--- config.mk ---
export PLATFORM = sky130hd
export DESIGN_NAME = icache_dm
export DESIGN_NICKNAME = d
export VERILOG_FILES = /design/src/rtl/icache_pkg.sv /design/src/rtl/icache_array.sv /design/src/rtl/icache_dm.sv
export SDC_FILE = /design/constraint.sdc
export NUM_CORES = 2
export LEC_CHECK = 0
export ABC_CLOCK_PERIOD_IN_PS = 6200
export CAP_MARGIN = 20
export CORE_AREA = 2 2 518 469
export CTS_CLUSTER_SIZE = 28
export DETAILED_ROUTE_END_ITERATION = 10
export DIE_AREA = 0 0 520 471
export MAX_ROUTING_LAYER = met4
export PLACE_DENSITY = 0.61
export SETUP_SLACK_MARGIN = 0.5
export SYNTH_ARGS = -nofsm -noshare
export SYNTH_HDL_FRONTEND = slang
export SYNTH_SLANG_ARGS = --single-unit
--- constraint.sdc ---
create_clock -name clock -period 6.2 [get_ports clock]
set_input_delay 1.24 -clock clock [delete_from_list [all_inputs] [get_ports clock]]
set_output_delay 1.24 -clock clock [all_outputs]
set_load 0.005 [all_outputs]
--- src/rtl/icache_pkg.sv ---
// Shared types and geometry helpers for the direct-mapped instruction cache.
package icache_pkg;

   typedef enum logic {
      IDLE = 1'b0,
      FILL = 1'b1
   } state_t;

   localparam logic [31:0] MEM_ADDR_IDLE = 32'h0000_0000;

   function automatic int index_width(input int lines);
      return $clog2(lines);
   endfunction

   function automatic int word_width(input int words);
      return $clog2(words);
   endfunction

   // Whatever is left of the 30-bit word address above index and word offset.
   function automatic int tag_width(input int lines, input int words);
      return 30 - index_width(lines) - word_width(words);
   endfunction

endpackage

--- src/rtl/icache_array.sv ---
// Tag, valid and data storage for icache_dm: combinational read port,
// one data-word write port, a tag/valid write and a global valid clear.
module icache_array
   import icache_pkg::*;
#(
   parameter  int LINES = 16,
   parameter  int WORDS = 4,
   localparam int IW    = index_width(LINES),
   localparam int WW    = word_width(WORDS),
   localparam int TW    = tag_width(LINES, WORDS)
) (
   input  logic          clock,
   input  logic          reset,
   input  logic [IW-1:0] rd_index,
   input  logic [WW-1:0] rd_word,
   output logic          rd_valid,
   output logic [TW-1:0] rd_tag,
   output logic [31:0]   rd_data,
   input  logic [IW-1:0] wr_index,
   input  logic          data_we,
   input  logic [WW-1:0] wr_word,
   input  logic [31:0]   wr_data,
   input  logic          tag_we,
   input  logic [TW-1:0] wr_tag,
   input  logic          valid_clear
);

   logic [31:0]    data_mem [LINES][WORDS];
   logic [TW-1:0]  tag_mem  [LINES];
   logic [LINES-1:0] valid;

   // NOTE: storage arrays carry no reset; only the valid bits need a known state.
   always_ff @(posedge clock) begin
      if (data_we) data_mem[wr_index][wr_word] <= wr_data;
      if (tag_we)  tag_mem[wr_index]           <= wr_tag;
   end

   // A clear on the same edge as a line completion leaves the line invalid.
   always_ff @(posedge clock or posedge reset) begin
      if (reset)            valid           <= '0;
      else if (valid_clear) valid           <= '0;
      else if (tag_we)      valid[wr_index] <= 1'b1;
   end

   assign rd_valid = valid[rd_index];
   assign rd_tag   = tag_mem[rd_index];
   assign rd_data  = data_mem[rd_index][rd_word];

endmodule

--- src/rtl/icache_dm.sv ---
// Direct-mapped read-only instruction cache with burst line fill from a synchronous RAM.
// Optional hit/miss counters are built when ICACHE_STATS_EN is defined.
module icache_dm
   import icache_pkg::*;
#(
   parameter int LINES = 16,
   parameter int WORDS = 4
) (
   input  logic        clock,
   input  logic        reset,
   input  logic        cpu_req,
   input  logic [31:0] cpu_addr,
   output logic [31:0] cpu_instr,
   output logic        hold,
   input  logic        flush,
   output logic [31:0] mem_addr,
   output logic        mem_ce_n,
   output logic        mem_oe_n,
   input  logic [31:0] mem_data
`ifdef ICACHE_STATS_EN
   ,
   output logic [31:0] hit_count,
   output logic [31:0] miss_count
`endif
);

   localparam int IW = index_width(LINES);
   localparam int WW = word_width(WORDS);
   localparam int TW = tag_width(LINES, WORDS);

   state_t        state, state_nxt;
   logic [WW:0]   req_cnt;
   logic [WW-1:0] rsp_cnt;
   logic [TW-1:0] tag_q;
   logic [IW-1:0] index_q;

   logic [TW-1:0] cpu_tag;
   logic [IW-1:0] cpu_index;
   logic [WW-1:0] cpu_word;
   logic          rd_valid;
   logic [TW-1:0] rd_tag;
   logic [31:0]   rd_data;
   logic          hit, miss, req_phase, data_we, last_write;
   logic          unused_bits;

   assign cpu_tag     = cpu_addr[31 -: TW];
   assign cpu_index   = cpu_addr[2+WW +: IW];
   assign cpu_word    = cpu_addr[2 +: WW];
   assign unused_bits = &{1'b0, cpu_addr[1:0]};

   assign hit        = cpu_req && rd_valid && (rd_tag == cpu_tag);
   assign miss       = (state == IDLE) && cpu_req && !hit;
   assign req_phase  = req_cnt < (WW+1)'(WORDS);
   // The first FILL cycle only issues a request; responses trail by one cycle.
   assign data_we    = (state == FILL) && (req_cnt != '0);
   assign last_write = data_we && (rsp_cnt == WW'(WORDS - 1));

   icache_array #(
      .LINES (LINES),
      .WORDS (WORDS)
   ) u_array (
      .clock       (clock),
      .reset       (reset),
      .rd_index    (cpu_index),
      .rd_word     (cpu_word),
      .rd_valid    (rd_valid),
      .rd_tag      (rd_tag),
      .rd_data     (rd_data),
      .wr_index    (index_q),
      .data_we     (data_we),
      .wr_word     (rsp_cnt),
      .wr_data     (mem_data),
      .tag_we      (last_write),
      .wr_tag      (tag_q),
      .valid_clear (flush)
   );

   // NOTE: every output gets a default first so no path can infer a latch.
   always_comb begin
      state_nxt = state;
      hold      = 1'b0;
      cpu_instr = '0;
      mem_ce_n  = 1'b1;
      mem_oe_n  = 1'b1;
      mem_addr  = MEM_ADDR_IDLE;
      unique case (state)
         IDLE: begin
            if (cpu_req) begin
               if (hit) begin
                  cpu_instr = rd_data;
               end else begin
                  hold      = 1'b1;
                  state_nxt = FILL;
               end
            end
         end
         FILL: begin
            hold = 1'b1;
            if (req_phase) begin
               mem_ce_n = 1'b0;
               mem_oe_n = 1'b0;
               mem_addr = {tag_q, index_q, req_cnt[WW-1:0], 2'b00};
            end
            if (last_write) state_nxt = IDLE;
         end
         default: state_nxt = IDLE;
      endcase
      // Keep the core unstalled while reset is held, even with a fetch pending.
      if (reset) hold = 1'b0;
   end

   // NOTE: sequential state uses non-blocking assignments only.
   always_ff @(posedge clock or posedge reset) begin
      if (reset) begin
         state   <= IDLE;
         req_cnt <= '0;
         rsp_cnt <= '0;
         tag_q   <= '0;
         index_q <= '0;
      end else begin
         state <= state_nxt;
         if (miss) begin
            tag_q   <= cpu_tag;
            index_q <= cpu_index;
            req_cnt <= '0;
            rsp_cnt <= '0;
         end else if (state == FILL) begin
            if (req_phase) req_cnt <= req_cnt + 1'b1;
            if (data_we)   rsp_cnt <= rsp_cnt + 1'b1;
         end
      end
   end

`ifdef ICACHE_STATS_EN
   always_ff @(posedge clock or posedge reset) begin
      if (reset) begin
         hit_count  <= '0;
         miss_count <= '0;
      end else begin
         if ((state == IDLE) && hit) hit_count  <= hit_count + 32'd1;
         if (miss)                   miss_count <= miss_count + 32'd1;
      end
   end
`endif

endmodule

# == Word level (Yosys, flattened, before mapping) ==
# Memories as Yosys holds them, arrays and structs flattened.
# Cells that the tools add are included.
# word_totals
regBits,50
mem_count,2
input_bits,68
latch_bits,0
mem_bits_rw,2432
romBits,0
# classes
n_shift,0
n_mul,0
n_reduce_logical,16
addsub,2
n_lt_le_gt_ge,7
n_eq_ne,2
muxes,34
div,0
bitwise_logic,4
# mem_list
memory,words,width,read_ports,rd_clocked_by_memory_dff,wr,line,rtl
u_array.data_mem,16,128,1,0,1,icache_array.sv:28,logic [31:0] data_mem [LINES][WORDS];
u_array.tag_mem,16,24,1,0,1,icache_array.sv:29,logic [TW-1:0] tag_mem [LINES];
# op_table
operator,count
2-to-1 mux 32 bit,8
2-to-1 mux 128 bit,1
binary-select mux 32 bit (select 2 bit),1
demux 32 bit (select 2 bit),1
2-to-1 mux 16 bit,2
equality test 24 bit,1
OR 16 bit,1
2-to-1 mux 1 bit,11
< comparator 4 x 5 -> 1 bit (second input constant),2
2-to-1 mux 3 bit,3
logical AND 1 bit,8
nonzero test 2 bit,4
greater-or-equal comparator 3 bit (second input constant),2
2-to-1 mux 2 bit,3
NOT 2 -> 3 bit,2
binary-select mux 1 bit (select 4 bit),1
demux 1 bit (select 4 bit),1
greater-or-equal comparator 4 x 1 -> 1 bit (second input constant),1
case mux 1 bit (2 select lines),2
AND reduction 2 bit,2
adder 3 x 1 -> 3 bit (second input constant),1
< comparator 3 x 1 -> 1 bit (second input constant),1
< comparator 3 bit (second input constant),1
nonzero test 3 bit,1
4 further kinds,4

# == Depth between registers and ports, before layout ==
# depth
ltp_word,8
depth_mapped,14

# == Hierarchy ==
# A second synthesis with hierarchy kept.
# hier_totals
cells_unflattened,4162
area_unflattened_um2,95594.2
# by_module_without_submodules
module,seq_area_each_um2,n_inst,area_per_inst_um2,cells_each
icache_array,73430.4,1,93363.3,3949
icache_dm,850.8,1,2230.9,213

# == Least setup slack after synthesis ==
# OpenSTA, ideal clock, no wires.
# synth_timing
path_kind,input -> output
from,in cpu_addr[4]
to,out cpu_instr[1]
cell_stages,10
path_slack_ns,0.580
n_path_buf,6
arrival_time_ns,4.380
path_cell_list,buf_6 > buf_4 > buf_2 > buf_4 > buf_2 > buf_1 > mux4_2 > mux4_2 > mux4_2 > and2b_1
# synth_via
elab_chain_len,7
word_cells_on_any_way,13
cone_classes,eq/ne (1); mux (8); reduce/logical (2); memory (2)
# synth_lines
element,line,rtl
from (decl),icache_dm.sv:12,"input logic [31:0] cpu_addr,"
memory (16 x 128 bit) or binary-select mux 1 bit (select 4 bit) (tied branches),--,
binary-select mux 32 bit (select 2 bit) or 2-to-1 mux 1 bit (tied branches),"icache_array.sv:47, icache_array.sv:45",
2-to-1 mux 32 bit (not written as such) or logical AND 1 bit (tied branches) (2 in a row),"icache_array.sv:47, icache_dm.sv:51",
2-to-1 mux 32 bit (*),icache_dm.sv:89,if (hit) begin
2-to-1 mux 32 bit (*),icache_dm.sv:88,if (cpu_req) begin
2-to-1 mux 32 bit (*),icache_dm.sv:86,unique case (state)
to (decl),icache_dm.sv:13,"output logic [31:0] cpu_instr,"
# Mark *: on every way between the ends. The rest lies on a longest branch, timed or not. The select of a mux whose other input is x is not followed.

# == Worst setup path after layout ==
# layout_timing
from,in cpu_addr[4]
to,out cpu_instr[31]
# Same word-level chain as after synthesis.

==> metrics.txt <==
first-pass detailed-route iteration total=10; first-pass GRT wire length=around 340000 um; Starting Density=0.398; status=finished with violations; peak supply drop=0.289 mV; Critical R2R Launch=req_cnt[0]; family with the most delay on the worst path=buffers and inverters; CTS tree=yes; critical hold path startpoint=u_array.valid[6]; YS warnings=0; CORE AREA=0.240 mm^2; fraction of registers with async set/reset=0.0201; total negative slack=0 ps; max_slew headroom=0.267; pin count of the biggest net entering global routing=between 80 and 90; post-synthesis area per instance=24.5 um^2; Max stage delay on crit path=600 ps; vias in the first global route=44200; Boundary Pins=135; register share of total power=0.538; fill count=19500; max cap viols=0; total gr overflow=0; Final nets=4392; Total GRT Usage=0.199; Hold EP=u_array.valid[6]; Design Area, Final=approximately 0.11 mm^2; DRC=28; RSZ-0062 raised after global routing=yes; Pwr per Cell Area=344 mW/mm^2; CTS Hold Bufs=0; Sw Pwr=9.21 mW; sequential cell area=0.0743 mm^2; Net Sw Frac=0.242; crit path capture type=output pin; hold_ws=497 ps; CTS HTree Levels=4; Comb power frac=0.104; DIE AREA=0.245 mm^2; PnR worst setup slack=roughly 320 ps; R2R cell count=8; EDFF count, synth=2432; Fmax=0.170 GHz; final hold violations=0; port bufs=130; CP Cell Sequence=buf_12 > buf_12 > buf_12 > buf_16 > buf_4 > mux4_2 > nand2_1 > a32o_1 > o31a_1 > nor4b_2 > nand3_2 > or4_4 > buf_12 > buf_8 > a311oi_2 > buf_4 > buf_6; Vias/cell=5.71; Pint=28.8 mW; worst slew pin tran=1100 ps; worst hold-check path type=reg2reg; CTS Buf Count=229; TritonCTS Sinks=2482; DR vias=44100; post-synthesis cell type count=61; Mapped Area=0.0954 mm^2; worst skew pair latency=850 ps; Period minus WS final=5880 ps; Critical Path RT=4960 ps; ys flop type=edfxtp_1; hpwl dp=131000 um; clock share of power=0.358; register-to-register path setup slack=2540 ps; failing checks=DRC; WP buf/inv=9; Area Overhead vs Synth=16.0%; area taken by multi-input logic gates=~0.021 mm^2; CTS clk-pin slew, worst paths=~60 ps; FF-to-FF End=u_array.tag_mem[4][2]; sequential fraction of the synthesis area=0.778; Tot Pwr=38.1 mW; Slew Limit Fails=0; initial antenna violation count=33; crit share post-route=0.949; Worst Setup Slack post-DPL=-235 ps; Final Setup Violations=0; Setup CP Type=in2out; crit path launch type=primary input; Clock Path Buffers=3; WL/cell=30.9 um; most frequent CP cell=buf_12; Die H=about 470 um; Cells after Synth=3897; CP max stage cell=or4_4; std cell rows=171; die width=about 520 um; Critical Path AT=4640 ps; Crit Path Max Fanout=7; root buffer cell=clkbuf_16; First DRT Iteration DRCs=5396; layout cell share with drive strength beyond 1=0.348; Worst Hold Depth=2; P_leak=about 35 nW; antenna-violating nets left=0; Cell Area, Placed=0.102 mm^2; total routed wirelength=238000 um; #FFs+latches synth=2482; Final GP Congestion=0.797; Layout Skew=66.8 ps
## kinds of logic after synthesis
kind of cell    Yosys count  synth area share
buf+inv                 217            0.0106
compound gates           54           0.00435
mux                     855             0.190
flops                  2482             0.778
fa+ha+maj                 6          0.000787
xor+xnor                 25           0.00229
simple gates            257            0.0133
other cells               1         0.0000393
## power groups by stage
| stage | logic, mW | clock network, mW | registers (mW) |
|---|---|---|---|
| after global routing | 4.15 | 14.5 | 20.6 |
| after detailed placement | 3.86 | 0 | 20.8 |
| final | 3.95 | 13.6 | 20.5 |
| after CTS | 3.93 | 13.9 | 20.5 |
| after floorplan | 1.93 | 0 | 20.6 |
| after global placement | 3.83 | 0 | 20.7 |
## cell usage in the layout (no fill, tap or decap), types with 43 or more instances in the layout
cell	synthesis	final
buf_2	72	63
mux4_2	750	755
buf_4	18	165
clkinv_2	0	46
clkdlybuf4s50_1	0	60
dfrtp_1	50	50
clkbuf_1	56	49
clkbuf_16	0	233
nor2_4	0	64
clkinv_1	0	60
mux2i_1	52	44
mux2_2	43	43
nor2_1	115	50
edfxtp_1	2432	2432
buf_12	1	78
## flip-flops by register name, summed over array words and instances, names as in the netlist
name              flops
u_array.valid        16
u_array.data_mem   2048
index_q               4
tag_q                24
req_cnt               3
state                 1
rsp_cnt               2
u_array.tag_mem     384
## worst reg2reg max path, stage by stage (launching register included)
cell and delay (ps):
dfrtp_1 370, inv_1 80, ha_1 200, a21boi_1 140, buf_4 250, nand2_2 600
nor2_4 320, buf_4 590, buf_4 680
## layer usage
metal | vias up | wire length, um | GRT usage
li1 | 17700 | - | -
met1 | 24300 | 102000 | 0.284
met2 | 1866 | 113000 | 0.302
met3 | 301 | 19100 | 0.0368
met4 | 0 | 4100 | 0.0375
met5 | - | 0 | -
## area by class of cell
type | count | share of cell area
timing repair buffer | 396 | 0.0383
sequential | 2482 | 0.671
multi-input combinational | 1199 | 0.189
clock inverter | 136 | 0.0103
tap | 3200 | 0.0362
antenna | 10 | 0.000226
clock buffer | 285 | 0.0547
inverter | 10 | 0.000339
## synthesized netlist by cell type, types with 10 or more instances
master	number	area, um^2
nand3_1	14	70.1
nor2_1	115	432
dfrtp_1	50	1250
edfxtp_1	2432	73000
mux2i_1	52	521
buf_4	18	135
nor2b_1	41	257
mux4_1	10	263
mux2_2	43	484
clkbuf_1	56	210
xor2_1	10	87.6
buf_1	57	214
buf_2	72	360
xnor2_1	15	131
and2_1	29	181
mux4_2	750	16900
nand2_1	25	93.8
inv_1	10	37.5
## how the worst max path moves through the flow
stage                start       endpoint  slack, ps  cells after the start
3_3_place_gp   cpu_addr[4]  cpu_instr[31]       -270                     16
6_report       cpu_addr[4]  cpu_instr[31]        320                     17
2_1_floorplan  cpu_addr[4]   cpu_instr[1]        580                     10
4_1_cts        cpu_addr[4]  cpu_instr[31]        340                     15
5_1_grt        cpu_addr[4]   cpu_instr[4]        200                     15
3_5_place_dp   cpu_addr[4]   cpu_instr[6]       -230                     16
## metrics by stage
| stage | util | cells |
|---|---|---|
| 4_1_cts | 0.458 | 7674 |
| 6_report | 0.462 | 7718 |
| 5_1_grt | 0.461 | 7713 |
| 3_3_place_gp | 0.426 | 7225 |
| 2_1_floorplan | - | 3898 |
| 3_5_place_dp | 0.426 | 7226 |
## timing repair
item,in CTS,in global routing
cloned,4,0
endpoints found under the setup margin,33,33
buffers inserted,23,5
pin swaps,12,3
resized for setup,197,37
Note: power is estimated with default switching activity, not from simulation.
